### src/rtl/score_incrementer_if.sv
// ============================================================================
//  Module   : score_incrementer_if
//  Purpose  : Add-request handshake between collision logic and the score
//             accumulator (valid/ready with an amount payload).
//  Revision : 1.0 - initial release
// ============================================================================
`default_nettype none

interface score_incrementer_if #(
  parameter int AMT_W = 4
) ();
  logic             add_valid;
  logic [AMT_W-1:0] add_amount;
  logic             add_ready;

  // Requester side (collision logic)
  modport master (
    output add_valid,
    output add_amount,
    input  add_ready
  );

  // Accumulator side
  modport slave (
    input  add_valid,
    input  add_amount,
    output add_ready
  );
endinterface

`default_nettype wire

### src/rtl/score_incrementer.sv
// ============================================================================
//  Module   : score_incrementer
//  Purpose  : BCD score accumulator. Accepts add requests, counts the score
//             up one unit per clock, saturates at all-9s and pulses life_up
//             whenever a carry enters digit LIFE_DIGIT.
//  Revision : 1.0 - initial release
// ============================================================================
`default_nettype none

module score_incrementer #(
  parameter int DIGITS     = 4,
  parameter int AMT_W      = 4,
  parameter int LIFE_DIGIT = 3
) (
  input  logic                  clock,
  input  logic                  clr_n,
  input  logic                  ld,
  input  logic [4*DIGITS-1:0]   D,
  score_incrementer_if.slave    add_if,
  output logic [4*DIGITS-1:0]   Q,
  output logic                  life_up,
  output logic                  sat
);

  localparam logic [0:0] S_IDLE  = 1'b0;
  localparam logic [0:0] S_COUNT = 1'b1;
  localparam logic [3:0] C_NINE  = 4'd9;

  logic [0:0]          state_q, state_d;
  logic [AMT_W-1:0]    rem_q, rem_d;
  logic [4*DIGITS-1:0] score_q, score_d;
  logic                life_q, life_d;

  logic [4*DIGITS-1:0] w_inc;
  logic [4*DIGITS-1:0] w_clamp;
  logic [DIGITS-1:0]   w_nine;
  logic [DIGITS-1:0]   w_carry;
  logic                w_ready;

  // w_carry[i] is the carry entering digit i on a +1 step; digit 0 always
  // receives the increment itself.
  assign w_carry[0] = 1'b1;

  for (genvar i = 0; i < DIGITS; i++) begin : g_digit
    assign w_nine[i] = (score_q[4*i +: 4] == C_NINE);

    assign w_inc[4*i +: 4] = !w_carry[i] ? score_q[4*i +: 4] :
                             (w_nine[i]  ? 4'd0 : score_q[4*i +: 4] + 4'd1);

    // Non-BCD load nibbles are clamped to 9 so Q always holds legal BCD.
    assign w_clamp[4*i +: 4] = (D[4*i +: 4] > C_NINE) ? C_NINE : D[4*i +: 4];

    if (i < DIGITS - 1) begin : g_chain
      assign w_carry[i+1] = w_carry[i] & w_nine[i];
    end
  end

  assign sat     = &w_nine;
  assign Q       = score_q;
  assign life_up = life_q;

  // State register: all sequential state, synchronous active-low clear.
  always_ff @(posedge clock) begin
    if (!clr_n) begin
      state_q <= S_IDLE;
      rem_q   <= '0;
      score_q <= '0;
      life_q  <= 1'b0;
    end else begin
      state_q <= state_d;
      rem_q   <= rem_d;
      score_q <= score_d;
      life_q  <= life_d;
    end
  end

  // Next-state logic: load overrides counting; saturation drops the remainder.
  always_comb begin
    state_d = state_q;
    rem_d   = rem_q;
    score_d = score_q;
    life_d  = 1'b0;
    if (ld) begin
      score_d = w_clamp;
      rem_d   = '0;
      state_d = S_IDLE;
    end else begin
      case (state_q)
        S_IDLE: begin
          if (add_if.add_valid && w_ready && (add_if.add_amount != '0)) begin
            rem_d   = add_if.add_amount;
            state_d = S_COUNT;
          end
        end
        S_COUNT: begin
          if (sat) begin
            rem_d   = '0;
            state_d = S_IDLE;
          end else begin
            score_d = w_inc;
            rem_d   = rem_q - AMT_W'(1);
            life_d  = w_carry[LIFE_DIGIT];
            if (rem_q == AMT_W'(1)) begin
              state_d = S_IDLE;
            end
          end
        end
        default: begin
          state_d = S_IDLE;
          rem_d   = '0;
        end
      endcase
    end
  end

  // Output logic: ready only when idle and no load is being applied.
  always_comb begin
    w_ready = (state_q == S_IDLE) && !ld;
  end

  assign add_if.add_ready = w_ready;

endmodule

`default_nettype wire

### src/flat_wrapper.sv
// flat-port wrapper written by rule: the top's interface ports become plain ports
module score_incrementer_flat 
#(
  parameter int DIGITS     = 4,
  parameter int AMT_W      = 4,
  parameter int LIFE_DIGIT = 3
)
  (clock, clr_n, ld, D, Q, life_up, sat, add_if_add_valid, add_if_add_amount, add_if_add_ready);
  score_incrementer_if #(.AMT_W(AMT_W)) add_if_i ();
  input  logic clock;
  input  logic clr_n;
  input  logic ld;
  input  logic [4*DIGITS-1:0] D;
  output logic [4*DIGITS-1:0] Q;
  output logic life_up;
  output logic sat;
  input wire logic [$bits(add_if_i.add_valid)-1:0] add_if_add_valid;
  input wire logic [$bits(add_if_i.add_amount)-1:0] add_if_add_amount;
  output wire logic [$bits(add_if_i.add_ready)-1:0] add_if_add_ready;
  assign add_if_i.add_valid = add_if_add_valid;
  assign add_if_i.add_amount = add_if_add_amount;
  assign add_if_add_ready = add_if_i.add_ready;
  score_incrementer #(.DIGITS(DIGITS), .AMT_W(AMT_W), .LIFE_DIGIT(LIFE_DIGIT)) u_core (.clock(clock), .clr_n(clr_n), .ld(ld), .D(D), .add_if(add_if_i), .Q(Q), .life_up(life_up), .sat(sat));
endmodule
### config.mk
export PLATFORM = sky130hd
export DESIGN_NAME = score_incrementer_flat
export DESIGN_NICKNAME = d
export VERILOG_FILES = /design/src/rtl/score_incrementer_if.sv /design/src/rtl/score_incrementer.sv /design/src/flat_wrapper.sv
export SDC_FILE = /design/constraint.sdc
export NUM_CORES = 1
export LEC_CHECK = 0
export CAP_MARGIN = 20
export CORE_MARGIN = 3
export CORE_UTILIZATION = 47
export CTS_CLUSTER_SIZE = 25
export DETAILED_ROUTE_END_ITERATION = 7
export PLACE_DENSITY = 0.79
export SETUP_SLACK_MARGIN = 0.1
export SLEW_MARGIN = 0
export SYNTH_ARGS = -nofsm -noshare
export SYNTH_HDL_FRONTEND = slang
export SYNTH_SLANG_ARGS = --single-unit
### constraint.sdc
create_clock -name clock -period 2.1 [get_ports clock]
set_clock_uncertainty 0.05 [all_clocks]
set_input_delay 0.42 -clock clock [delete_from_list [all_inputs] [get_ports clock]]
set_output_delay 0.42 -clock clock [all_outputs]
set_load 0.05 [all_outputs]
==> implementation parameters <==
Parameter                              Value

Layout
  Diodes inserted    0
  Proportion of layout cells with a drive suffix above 1    16.2%
  Layout overhead on the synthesized area    39.0%
  Post-layout net count    255

Global route
  Met2 track demand over resource in global routing    37.0%
  Overall overflow remaining after global route    0
  Via count of the first global-routing pass    1,512
  Number of antenna violations at the first check in global routing    0
  Largest net degree at the start of global routing    19
  Global route hottest layer    met2
  Fraction of met3 tracks used by global routing    4.50%
  Global-route wire length before repair    6910 um
  GRT Resource Usage Total    21.7%
  Met1 capacity usage during global routing    26.2%

Timing
  Final number of max-transition violations    0
  Post-route clock period utilization    97.2%
  Hold Violations, Final    0
  Worst-Margin Slew    502 ps
  Hold_ws    483 ps
  Unrepaired setup endpoints after global routing    true
  Finish-stage setup viols    0
  Fmax achieved    490 MHz
  Final worst setup slack    59.1 ps
  Slew margin rel.    66.5%
  Setup_tns    0 ps
  Minimum period implied by the final worst setup slack    2040 ps

Setup path
  Critical path capture point type    primary output
  Startpoint types    register
  Count of cells along the worst register-to-register path    7
  Cell family with most CP delay    simple AND/OR/NAND/NOR gates
  Sum of buffers and inverters on the critical path    2
  Endpoint of the worst register-to-register path    u_core.Q[11]$_SDFFE_PN0P_
  Cell chain of the critical path    and4bb_4 > nand4_1 > inv_4 > buf_12
  Critical Path Fanout Max    6
  CP required    1630 ps
  Highest-delay cell along the critical path    sky130_fd_sc_hd__and4bb_4
  Worst setup slack for register-to-register paths    160 ps
  Launching point of the worst reg2reg path    u_core.Q[7]$_SDFFE_PN0P_
  Class of the most critical setup path    reg2out
  Delay of the slowest cell on the worst path    410 ps
  Data arrival time of the worst path    1570 ps

Clocking
  Clock sinks    22
  Maximum level of the CTS H-tree    1
  Count of hold buffers inserted by post-cts repair    0
  CTS tree    done
  Latest clock arrival within the worst-skew pair    330 ps
  Maximum clock insertion buffer count    2
  Root Driver    sky130_fd_sc_hd__clkbuf_4
  Clk pin slew, worst setup/hold paths    140 ps
  Number of clock buffers inserted by TritonCTS    3

Synth
  Net count after synthesis    206
  Post-synth cell types    48
  Cells after synthesis    180
  Fraction of the yosys area taken by sequential cells    29.6%
  FF+latch count, synth    22
  EDFF count, synth    0
  Average footprint of a synthesized cell    8.26 um^2
  Post-Syn Area    0.00149 mm^2
  Flip-flop cell with the highest count after synthesis    sky130_fd_sc_hd__dfxtp_1
  Number of warnings issued by yosys    0
  Async SR Flop Fraction    0%

Drt
  Total wire length    4240 um
  Antenna viol nets, final    0
  Number of vias in the routed layout    1,636
  WL per Instance    15.7 um
  1st-pass router iterations    4
  DRC    0
  Vias per std cell    6.06
  Iteration-0 DRC Markers    122

Run status
  Result of the run    finished clean

Floorplan
  Die height    62.2 um
  Starting Density    51.7%
  Die Width    62.2 um
  Core Box Area    0.00288 mm^2
  Floorplan row count    19
  Number of top-level pins    43
  Die Footprint    0.00387 mm^2

Power
  Power Density    500 mW/mm^2
  Switch Pwr    0.350 mW
  Switching fraction of total power    33.9%
  Total design power    1.03 mW
  Largest vdd supply drop    285 uV
  Internal power of the cells    0.683 mW
  Sequential group share of total power    46.5%
  Part of the power in combinational logic    29.5%
  Lkg Pwr    0.832 nW
  Clk pwr share    24.0%

Worst hold path
  Startpoint of the tightest hold check path    u_core.rem_q[1]$_SDFFE_PP0P_
  Hold path endpoint    u_core.rem_q[1]$_SDFFE_PP0P_
  Min-delay worst type    reg2reg
  Worst Hold Depth    2

Flow run
  Number of violations of the max-capacitance limit    0

Placement
  DPL Wire Length    3120 um
  Worst Setup Slack post-DPL    104 ps
  Total of buffers placed on input and output ports    42
  Final weighted congestion in routability-driven placement    0.838
## how the worst max path moves through the flow
stage | start | endpoint | slack, ps | depth (start not counted)
6_report | u_core.Q[14]$_SDFFE_PN0P_ | sat | 60 | 4
5_1_grt | u_core.Q[0]$_SDFFE_PN0P_ | sat | -60 | 4
4_1_cts | u_core.Q[2]$_SDFFE_PN0P_ | sat | 20 | 4
3_5_place_dp | add_if_add_amount[2] | u_core.rem_q[0]$_SDFFE_PP0P_ | 100 | 5
3_3_place_gp | add_if_add_amount[2] | u_core.rem_q[2]$_SDFFE_PP0P_ | 180 | 5
2_1_floorplan | u_core.Q[0]$_SDFFE_PN0P_ | sat | 100 | 3
## metrics by stage
step	utilization (%)	cells	instance area (um^2)
CTS	69.9	269	2010
global route	71.8	270	2070
detailed placement	68.9	264	1980
finish	71.8	270	2070
global placement	68.9	264	1980
floorplan	-	180	1500
## layout by cell type, fill, tap and decap left out, types with 2 or more instances in the layout
cell / Yosys / routed
sky130_fd_sc_hd__and4_1: 2 / 2
sky130_fd_sc_hd__a41oi_1: 3 / 3
sky130_fd_sc_hd__inv_1: 13 / 12
sky130_fd_sc_hd__mux2i_1: 6 / 6
sky130_fd_sc_hd__clkdlybuf4s50_1: 0 / 24
sky130_fd_sc_hd__or4_1: 4 / 4
sky130_fd_sc_hd__o21ai_0: 17 / 17
sky130_fd_sc_hd__nand3_1: 5 / 5
sky130_fd_sc_hd__buf_4: 2 / 13
sky130_fd_sc_hd__nand2b_1: 2 / 2
sky130_fd_sc_hd__clkbuf_4: 0 / 3
sky130_fd_sc_hd__o211ai_1: 2 / 2
sky130_fd_sc_hd__a21oi_1: 15 / 15
sky130_fd_sc_hd__o21a_1: 3 / 3
sky130_fd_sc_hd__dlymetal6s2s_1: 0 / 2
sky130_fd_sc_hd__nand3b_1: 3 / 3
sky130_fd_sc_hd__buf_12: 0 / 2
sky130_fd_sc_hd__xnor2_1: 5 / 5
sky130_fd_sc_hd__nor4bb_4: 0 / 2
sky130_fd_sc_hd__ha_1: 2 / 2
sky130_fd_sc_hd__dlygate4sd2_1: 0 / 11
sky130_fd_sc_hd__nand2_1: 16 / 16
sky130_fd_sc_hd__a31oi_1: 8 / 8
sky130_fd_sc_hd__nor2b_1: 3 / 3
sky130_fd_sc_hd__o31ai_1: 5 / 5
sky130_fd_sc_hd__nand4_1: 3 / 3
sky130_fd_sc_hd__o211a_1: 3 / 3
sky130_fd_sc_hd__and4bb_4: 0 / 2
sky130_fd_sc_hd__dfxtp_2: 0 / 6
sky130_fd_sc_hd__dfxtp_1: 22 / 15
sky130_fd_sc_hd__nor2_1: 4 / 4
## synthesized netlist by cell type, types with 4 or more instances
cell type | n | area, um^2
sky130_fd_sc_hd__a21oi_1 | 15 | 75.1
sky130_fd_sc_hd__nand2_1 | 16 | 60.1
sky130_fd_sc_hd__mux2i_1 | 6 | 60.1
sky130_fd_sc_hd__a31oi_1 | 8 | 50.1
sky130_fd_sc_hd__o31ai_1 | 5 | 37.5
sky130_fd_sc_hd__clkbuf_1 | 4 | 15.0
sky130_fd_sc_hd__dfxtp_1 | 22 | 440
sky130_fd_sc_hd__xnor2_1 | 5 | 43.8
sky130_fd_sc_hd__inv_1 | 13 | 48.8
sky130_fd_sc_hd__nor2_1 | 4 | 15.0
sky130_fd_sc_hd__nand3_1 | 5 | 25.0
sky130_fd_sc_hd__o21ai_0 | 17 | 85.1
sky130_fd_sc_hd__or4_1 | 4 | 30.0
## metal layers
layer | part of all wire, % | up-vias | wire (um)
met5 | 0 | - | 0
met4 | 1.9 | 0 | 80
met3 | 8.3 | 9 | 350
met2 | 48 | 78 | 2040
met1 | 42 | 769 | 1770
li1 | - | 780 | -
## tightest hold or removal path, delay by kind of cell, from the launching register on
| family | cells | cell delay, ps |
|---|---|---|
| AOI/OAI and AO/OA | 1 | 80 |
| and+or+nand+nor | 1 | 70 |
| DFF | 1 | 350 |
## repair_timing
action                     4_1_cts  5_1_grt
buffers inserted                 1        1
setup endpoints to repair       12        5
cloned                           0        0
gates resized for setup         13       12
pin swaps                        1        3
## cells by family after synthesis
group           synth area share [%]
compound gates                  27.5
xor+xnor                        3.54
fa+ha+maj                       1.68
buf+inv                         8.08
flops                           29.6
mux                             4.04
simple gates                    25.5
## area by class of cell
type,count,area [um^2]
Multi-Input combinational cell,136,963
Sequential cell,22,452
Clock buffer,4,36.3
Inverter,13,51.3
Fill cell,250,811
Timing Repair Buffer,53,510
Tap cell,42,52.6
## flip-flops by register name, indices dropped and copies added (netlist names)
register and flops:
u_core.life_up 1, u_core.state_q 1, u_core.Q 16, u_core.rem_q 4
## power by group through the flow
stage | logic [mW] | clock network [mW] | registers [mW]
floorplan | 0.118 | 0 | 0.548
global placement | 0.299 | 0 | 0.485
detailed placement | 0.306 | 0 | 0.487
CTS | 0.299 | 0.251 | 0.477
global route | 0.326 | 0.275 | 0.487
finish | 0.305 | 0.248 | 0.480
Note: power is estimated with default switching activity, not from simulation.
